$ cat src/rtl/mem_port_arbiter_if.sv
// mem_port_arbiter_if: fetch port, data port, memory bus and stall signals of the shared memory arbiter.
interface mem_port_arbiter_if;
    logic        i_req;
    logic [31:0] i_addr;
    logic [31:0] i_rdata;
    logic        i_done;
    logic        flush;
    logic        d_req;
    logic        d_we;
    logic [3:0]  d_be;
    logic [31:0] d_addr;
    logic [31:0] d_wdata;
    logic [31:0] d_rdata;
    logic        d_done;
    logic        mem_req;
    logic        mem_we;
    logic [3:0]  mem_be;
    logic [31:0] mem_addr;
    logic [31:0] mem_wdata;
    logic [31:0] mem_rdata;
    logic        mem_ready;
    logic        stall_if;
    logic        stall_mem;

    modport slave (
        input  i_req, i_addr, flush, d_req, d_we, d_be, d_addr, d_wdata, mem_rdata, mem_ready,
        output i_rdata, i_done, d_rdata, d_done, mem_req, mem_we, mem_be, mem_addr, mem_wdata,
               stall_if, stall_mem
    );

    modport master (
        output i_req, i_addr, flush, d_req, d_we, d_be, d_addr, d_wdata, mem_rdata, mem_ready,
        input  i_rdata, i_done, d_rdata, d_done, mem_req, mem_we, mem_be, mem_addr, mem_wdata,
               stall_if, stall_mem
    );
endinterface

$ cat src/rtl/mem_port_arbiter.sv
// mem_port_arbiter: shares one memory port between fetch (I) and memory stage (D), D-priority with anti-starvation.
module mem_port_arbiter #(
    parameter int MAX_D_STREAK = 4
) (
    input  logic             clk,
    input  logic             rst_n,
    mem_port_arbiter_if.slave bus
);
    localparam int SW = $clog2(MAX_D_STREAK + 1);

    typedef enum logic [1:0] {IDLE, BUSY_I, BUSY_D, DRAIN} state_t;

    state_t        state;
    logic [SW-1:0] d_streak;
    logic          arb;
    logic          i_cand;
    logic          d_cand;
    logic          streak_full;
    logic          grant_i;
    logic          grant_d;

    // The port finishing this cycle cannot win again until the next cycle; flush hides any fetch.
    always_comb begin
        arb         = state == IDLE || bus.mem_ready;
        i_cand      = bus.i_req && !bus.flush && state != BUSY_I;
        d_cand      = bus.d_req && state != BUSY_D;
        streak_full = d_streak == SW'(MAX_D_STREAK);
        grant_i     = arb && i_cand && (!d_cand || streak_full);
        grant_d     = arb && d_cand && !grant_i;
    end

    assign bus.i_rdata   = bus.mem_rdata;
    assign bus.d_rdata   = bus.mem_rdata;
    assign bus.i_done    = bus.mem_ready && state == BUSY_I && !bus.flush;
    assign bus.d_done    = bus.mem_ready && state == BUSY_D;
    assign bus.stall_if  = bus.i_req && !bus.i_done;
    assign bus.stall_mem = bus.d_req && !bus.d_done;

    always_ff @(posedge clk or negedge rst_n) begin
        if (!rst_n) begin
            state         <= IDLE;
            d_streak      <= '0;
            bus.mem_req   <= 1'b0;
            bus.mem_we    <= 1'b0;
            bus.mem_be    <= 4'h0;
            bus.mem_addr  <= 32'h0;
            bus.mem_wdata <= 32'h0;
        end else if (arb) begin
            state       <= grant_i ? BUSY_I : grant_d ? BUSY_D : IDLE;
            bus.mem_req <= grant_i || grant_d;
            if (grant_i) begin
                bus.mem_we    <= 1'b0;
                bus.mem_be    <= 4'hF;
                bus.mem_addr  <= bus.i_addr;
                bus.mem_wdata <= 32'h0;
            end
            if (grant_d) begin
                bus.mem_we    <= bus.d_we;
                bus.mem_be    <= bus.d_be;
                bus.mem_addr  <= bus.d_addr;
                bus.mem_wdata <= bus.d_wdata;
            end
            if (grant_i || !bus.i_req)
                d_streak <= '0;
            else if (grant_d && !bus.flush && !streak_full)
                d_streak <= d_streak + 1'b1;
        end else if (state == BUSY_I && bus.flush) begin
            state <= DRAIN;
        end
    end
endmodule

$ cat src/flat_wrapper.sv
// flat-port wrapper written by rule: the top's interface ports become plain ports
module mem_port_arbiter_flat 
#(
    parameter int MAX_D_STREAK = 4
)
  (clk, rst_n, bus_i_req, bus_i_addr, bus_flush, bus_d_req, bus_d_we, bus_d_be, bus_d_addr, bus_d_wdata, bus_mem_rdata, bus_mem_ready, bus_i_rdata, bus_i_done, bus_d_rdata, bus_d_done, bus_mem_req, bus_mem_we, bus_mem_be, bus_mem_addr, bus_mem_wdata, bus_stall_if, bus_stall_mem);
  mem_port_arbiter_if bus_i ();
  input  logic clk;
  input  logic rst_n;
  input wire logic [$bits(bus_i.i_req)-1:0] bus_i_req;
  input wire logic [$bits(bus_i.i_addr)-1:0] bus_i_addr;
  input wire logic [$bits(bus_i.flush)-1:0] bus_flush;
  input wire logic [$bits(bus_i.d_req)-1:0] bus_d_req;
  input wire logic [$bits(bus_i.d_we)-1:0] bus_d_we;
  input wire logic [$bits(bus_i.d_be)-1:0] bus_d_be;
  input wire logic [$bits(bus_i.d_addr)-1:0] bus_d_addr;
  input wire logic [$bits(bus_i.d_wdata)-1:0] bus_d_wdata;
  input wire logic [$bits(bus_i.mem_rdata)-1:0] bus_mem_rdata;
  input wire logic [$bits(bus_i.mem_ready)-1:0] bus_mem_ready;
  output wire logic [$bits(bus_i.i_rdata)-1:0] bus_i_rdata;
  output wire logic [$bits(bus_i.i_done)-1:0] bus_i_done;
  output wire logic [$bits(bus_i.d_rdata)-1:0] bus_d_rdata;
  output wire logic [$bits(bus_i.d_done)-1:0] bus_d_done;
  output wire logic [$bits(bus_i.mem_req)-1:0] bus_mem_req;
  output wire logic [$bits(bus_i.mem_we)-1:0] bus_mem_we;
  output wire logic [$bits(bus_i.mem_be)-1:0] bus_mem_be;
  output wire logic [$bits(bus_i.mem_addr)-1:0] bus_mem_addr;
  output wire logic [$bits(bus_i.mem_wdata)-1:0] bus_mem_wdata;
  output wire logic [$bits(bus_i.stall_if)-1:0] bus_stall_if;
  output wire logic [$bits(bus_i.stall_mem)-1:0] bus_stall_mem;
  assign bus_i.i_req = bus_i_req;
  assign bus_i.i_addr = bus_i_addr;
  assign bus_i.flush = bus_flush;
  assign bus_i.d_req = bus_d_req;
  assign bus_i.d_we = bus_d_we;
  assign bus_i.d_be = bus_d_be;
  assign bus_i.d_addr = bus_d_addr;
  assign bus_i.d_wdata = bus_d_wdata;
  assign bus_i.mem_rdata = bus_mem_rdata;
  assign bus_i.mem_ready = bus_mem_ready;
  assign bus_i_rdata = bus_i.i_rdata;
  assign bus_i_done = bus_i.i_done;
  assign bus_d_rdata = bus_i.d_rdata;
  assign bus_d_done = bus_i.d_done;
  assign bus_mem_req = bus_i.mem_req;
  assign bus_mem_we = bus_i.mem_we;
  assign bus_mem_be = bus_i.mem_be;
  assign bus_mem_addr = bus_i.mem_addr;
  assign bus_mem_wdata = bus_i.mem_wdata;
  assign bus_stall_if = bus_i.stall_if;
  assign bus_stall_mem = bus_i.stall_mem;
  mem_port_arbiter #(.MAX_D_STREAK(MAX_D_STREAK)) u_core (.clk(clk), .rst_n(rst_n), .bus(bus_i));
endmodule
$ cat config.mk
export PLATFORM = sky130hd
export DESIGN_NAME = mem_port_arbiter_flat
export DESIGN_NICKNAME = d
export VERILOG_FILES = /design/src/rtl/mem_port_arbiter_if.sv /design/src/rtl/mem_port_arbiter.sv /design/src/flat_wrapper.sv
export SDC_FILE = /design/constraint.sdc
export NUM_CORES = 1
export LEC_CHECK = 0
export BUFFER_PORTS_ARGS = -buffer_cell sky130_fd_sc_hd__buf_2
export CELL_PAD_IN_SITES_DETAIL_PLACEMENT = 1
export CELL_PAD_IN_SITES_GLOBAL_PLACEMENT = 1
export CORE_MARGIN = 2
export CORE_UTILIZATION = 31
export CTS_CLUSTER_SIZE = 12
export DETAILED_ROUTE_END_ITERATION = 6
export GPL_TIMING_DRIVEN = 0
export HOLD_SLACK_MARGIN = 0.03
export PLACE_DENSITY_LB_ADDON = 0.1
export SLEW_MARGIN = 20
export SYNTH_ARGS = -nofsm -noshare
export SYNTH_HDL_FRONTEND = slang
export SYNTH_SLANG_ARGS = --single-unit
$ cat constraint.sdc
create_clock -name clk -period 6.1 [get_ports clk]
set_input_delay 0.915 -clock clk [delete_from_list [all_inputs] [get_ports clk]]
set_output_delay 0.915 -clock clk [all_outputs]
set_load 0.1 [all_outputs]
* Yosys cells after proc, flatten, opt, wreduce, memory -nomap -nowiden
Cells that the tools add are included. W data, S select, Z words.
Storage, ports and cells: flip-flop bits (word level) 75, input port bits 139, output and inout bits 138, logic and storage cells 59
Operators by class: add/sub/neg operators 1, eq/ne operators 5, muxes and demuxes 14, reductions and logical operators 32
Operator list (count):
- $mux W32 | 4
- $logic_and A1 B1 Y1 | 15
- $mux W2 | 4
- $mux W4 | 2
- $logic_not A1 Y1 | 7
- $mux W3 | 2
- $reduce_bool A2 Y1 | 3
- $logic_or A1 B1 Y1 | 4
- $reduce_and A2 Y1 | 2
- $add A3 B1 Y3 const B | 1
- $eq A3 B3 Y1 const B | 1
- $eq A2 B1 Y1 const B | 1
- $eq A2 B2 Y1 const B | 1
- $logic_not A2 Y1 | 1
- $mux W1 | 2
- $ne A2 B1 Y1 const B | 1
- $ne A2 B2 Y1 const B | 1

* Depth between registers and ports, before layout
depth after elaboration 11, depth in mapped cells 8, depth with buffers taken out 6

* Worst setup path before layout
Ideal clock, no wire load.
kind in2out, start point input port bus_mem_ready, end point output port bus_stall_if, arrival 5845 ps, required time 5185 ps, path slack -660 ps, cell stages on the path 3, buffers on the path 0, cell sequence inv_1 nor4b_1 nor2_1
Between the ends: word-level cells in the longest chain between the ends 4
RTL lines:
- start, declared | line flat_wrapper.sv:19 | input wire logic [$bits(bus_i.mem_ready)-1:0] bus_mem_ready;
- $logic_and A1 B1 Y1 (2 in a row) | line mem_port_arbiter.sv:34 | assign bus.i_done = bus.mem_ready && state == BUSY_I && !bus.flush;
- named net bus_i_done | line flat_wrapper.sv:21 | output wire logic [$bits(bus_i.i_done)-1:0] bus_i_done;
- $logic_not A1 Y1 | line mem_port_arbiter.sv:36 | assign bus.stall_if = bus.i_req && !bus.i_done;
- $logic_and A1 B1 Y1 | line mem_port_arbiter.sv:36
- end, declared | line flat_wrapper.sv:29 | output wire logic [$bits(bus_i.stall_if)-1:0] bus_stall_if;
The timed path passes the listed nets, and every way through them passes these cells.

* Worst setup path in the final report
start point input port bus_mem_ready, end point output port bus_i_done
Between the ends: word-level cells in the longest chain between the ends 2
RTL lines (line):
- $logic_and A1 B1 Y1 (2 in a row) | mem_port_arbiter.sv:34
- end, declared | flat_wrapper.sv:21
No other way between the ends.

==> run_results.csv <==
group,metric,value,unit
run_status,status,"complete, no violations",
clock_network,cts.sinks,75,
placed_design,hpwlAfterDp,9320,microns
global_routing,grt_max_degree,47,
logic_synthesis,syn_area_per_cell,11.9,sq um
global_routing,grt_pass1_wl,18700,microns
logic_synthesis,syn_area,0.00364,sq mm
global_routing,antenna_found_initial,0,
clock_network,cts_root_buffer,"clkbuf_16",
logic_synthesis,synth_compound_area_share,21.0,%
floorplanning,core_area,0.0114,sq mm
clock_network,cts_tree,"done",
routing,drcViolationCount,0,
cells_and_area,synthToLayoutAreaGrowth,47.1,%
timing,fmax,360,MHz
worst_setup_path,worstPathRequired,5.18,ns
routing,first_pass_iters,4,
hold_path,min_path_type,"reg2reg",
timing,setup_viol,0,
logic_synthesis,synth_cells,307,
logic_synthesis,ys.warnings.count,0,
placed_design,portBuffers,244,
clock_network,holdBufCountCts,0,
global_routing,overflow,0,
worst_setup_path,cp.arrival,1.86,ns
logic_synthesis,synth-seq-cells,75,
timing,fin_skew,0.00665,ns
logic_synthesis,synthXorXnorAreaFrac,0,%
timing,finalHoldViolCount,0,
timing,worst_slack,3.32,ns
clock_network,clockBufferDepth,2,
floorplanning,dieHeight,112,microns
logic_synthesis,ys_seq_area_share,51.6,%
logic_synthesis,synth-simple-area-share,9.63,%
placed_design,gp_congestion,0.778,
placed_design,post-place-ws,3.30,ns
timing,fin_setup_tns,0,ns
routing,wl_per_cell,16.6,microns
routing,routed_wl,11800,microns
floorplanning,fp.dieW,112,microns
routing,ant_nets,0,
timing,rsz0062_at_grt,"no",
global_routing,grt_pass1_vias,3659,
cells_and_area,n_antenna_cell,0,
logic_synthesis,yosysUniqueCellTypes,34,
cells_and_area,layout_common_cells,"buf_2, dfrtp_1, buf_4, a22o_1",
floorplanning,die_area,0.0126,sq mm
timing,relSlewSlack,63.3,%
timing,fin_crit_sh,45.5,%
routing,via_count,3442,
clock_network,clkTransAtPathRegs,0.06,ns
timing,drv_slew,0,
cells_and_area,finish.net_count,704,
logic_synthesis,yosys.area_share.adder,0.688,%
job,drv_cap,0,
worst_setup_path,path_class,"in2out",
timing,worst_pin_slew,0.551,ns
clock_network,htree_levels,3,
clock_network,postCtsResizedCells,0,
timing,period_needed,2.78,ns
clock_network,cts_setup_buffers,0,
cells_and_area,fillers,1345,
routing,drt-vias-per-instance,4.84,
worst_setup_path,cp-start-kind,"input port",
worst_setup_path,worst-path-max-fanout,6,
logic_synthesis,async_flop_share,100,%
clock_network,cts_made_buffers,9,
global_routing,grt.total_usage,18.5,%
worst_setup_path,worstSetupEndpointType,"output pin",
cells_and_area,layout-drive-gt1-share,60.6,%
logic_synthesis,synth-edff-count,0,
floorplanning,rows,39,
floorplanning,initial_core_util,31.9,%
logic_synthesis,muxShareOfSynthArea,0,%
logic_synthesis,synth_top_family_by_area,"compound AO/OA/AOI/OAI gates",
cells_and_area,mostFrequentLayoutCell,"buf_2",
logic_synthesis,synth_top_flop_cell,"dfrtp_1",
clock_network,clock_latency,0.33,ns
floorplanning,io_pins,277,
routing,dr.first_iter.drc_count,144,
logic_synthesis,syn-num-nets,448,
-- cells in the mapped netlist, types with 2 or more instances --
master / count / area share (%)
o21ai_0: 2 / 0.28
dfrtp_1: 75 / 52
a22o_1: 33 / 7.9
buf_4: 64 / 13
inv_1: 7 / 0.72
nand2b_1: 2 / 0.34
o22a_1: 4 / 0.96
nand2_1: 8 / 0.83
buf_6: 3 / 0.93
a221o_1: 32 / 8.8
clkbuf_1: 7 / 0.72
o31ai_1: 2 / 0.41
ha_1: 2 / 0.69
buf_2: 11 / 1.5
nor3b_1: 32 / 6.6
nor2_1: 4 / 0.41
nor4b_1: 2 / 0.48
-- flip-flops by register name, summed over array words and instances, names as in the netlist --
name	count
u_core.bus.mem_wdata	32
u_core.bus.mem_addr	32
u_core.bus.mem_be	4
u_core.state	2
u_core.bus.mem_req	1
u_core.bus.mem_we	1
u_core.d_streak	3
-- critical path, cell delays in order --
cell and delay, ns:
buf_2 0.14, inv_1 0.08, nor4b_2 0.25, buf_2 0.48
-- layer usage --
| metal | GRT usage, % | wire length, microns |
|---|---|---|
| met5 | 0 | 0 |
| met4 | 5.28 | 182 |
| met3 | 5.08 | 1020 |
| met2 | 31.9 | 5830 |
| met1 | 22.9 | 4780 |
-- final timing paths --
| kind | startpoint | to | slack (ns) | depth (start not counted) |
|---|---|---|---|---|
| max in group asynchronous | rst_n | u_core.bus.mem_addr[28]$_DFFE_PN0P_ | 5.01 | 2 |
| min in group asynchronous | rst_n | u_core.bus.mem_wdata[24]$_DFFE_PN0P_ | 0.52 | 1 |
| setup reg to reg | u_core.state[0]$_DFFE_PN0P_ | u_core.bus.mem_addr[20]$_DFFE_PN0P_ | 3.78 | 6 |
| hold / removal | u_core.bus.mem_be[2]$_DFFE_PN0P_ | u_core.bus.mem_be[2]$_DFFE_PN0P_ | 0.49 | 1 |
| setup / recovery | bus_mem_ready | bus_i_done | 3.32 | 4 |
| hold reg to reg | u_core.bus.mem_be[2]$_DFFE_PN0P_ | u_core.bus.mem_be[2]$_DFFE_PN0P_ | 0.49 | 1 |
-- stage by stage --
step / area, sq um / std cells / util [%] / hold slack, ns
floorplan: 3650 / 307 / - / 0.469
global placement: 5050 / 694 / 44.2 / 0.468
detailed placement: 5080 / 695 / 44.5 / 0.477
CTS: 5350 / 711 / 46.9 / 0.491
global route: 5350 / 711 / 46.9 / 0.511
finish: 5350 / 711 / 46.9 / 0.485
-- cell families after synthesis --
logic type                 Yosys count
DFF                                 75
AOI/OAI and AO/OA                   85
buffers and inverters               92
adders and majority gates            2
and+or+nand+nor                     53
-- cell type report --
class / count / area, sq um / share of cell area [%]
Buffer: 85 / 596 / 11.1
Clock buffer: 9 / 225 / 4.21
Clock inverter: 7 / 52.6 / 0.982
Inverter: 7 / 26.3 / 0.491
Multi-Input combinational cell: 140 / 1150 / 21.4
Sequential cell: 75 / 1880 / 35.1
Tap cell: 143 / 179 / 3.34
Timing Repair Buffer: 245 / 1250 / 23.4
Power is not shown: default switching activity piles up to over one toggle a cycle in this logic, so the estimate is an artifact.
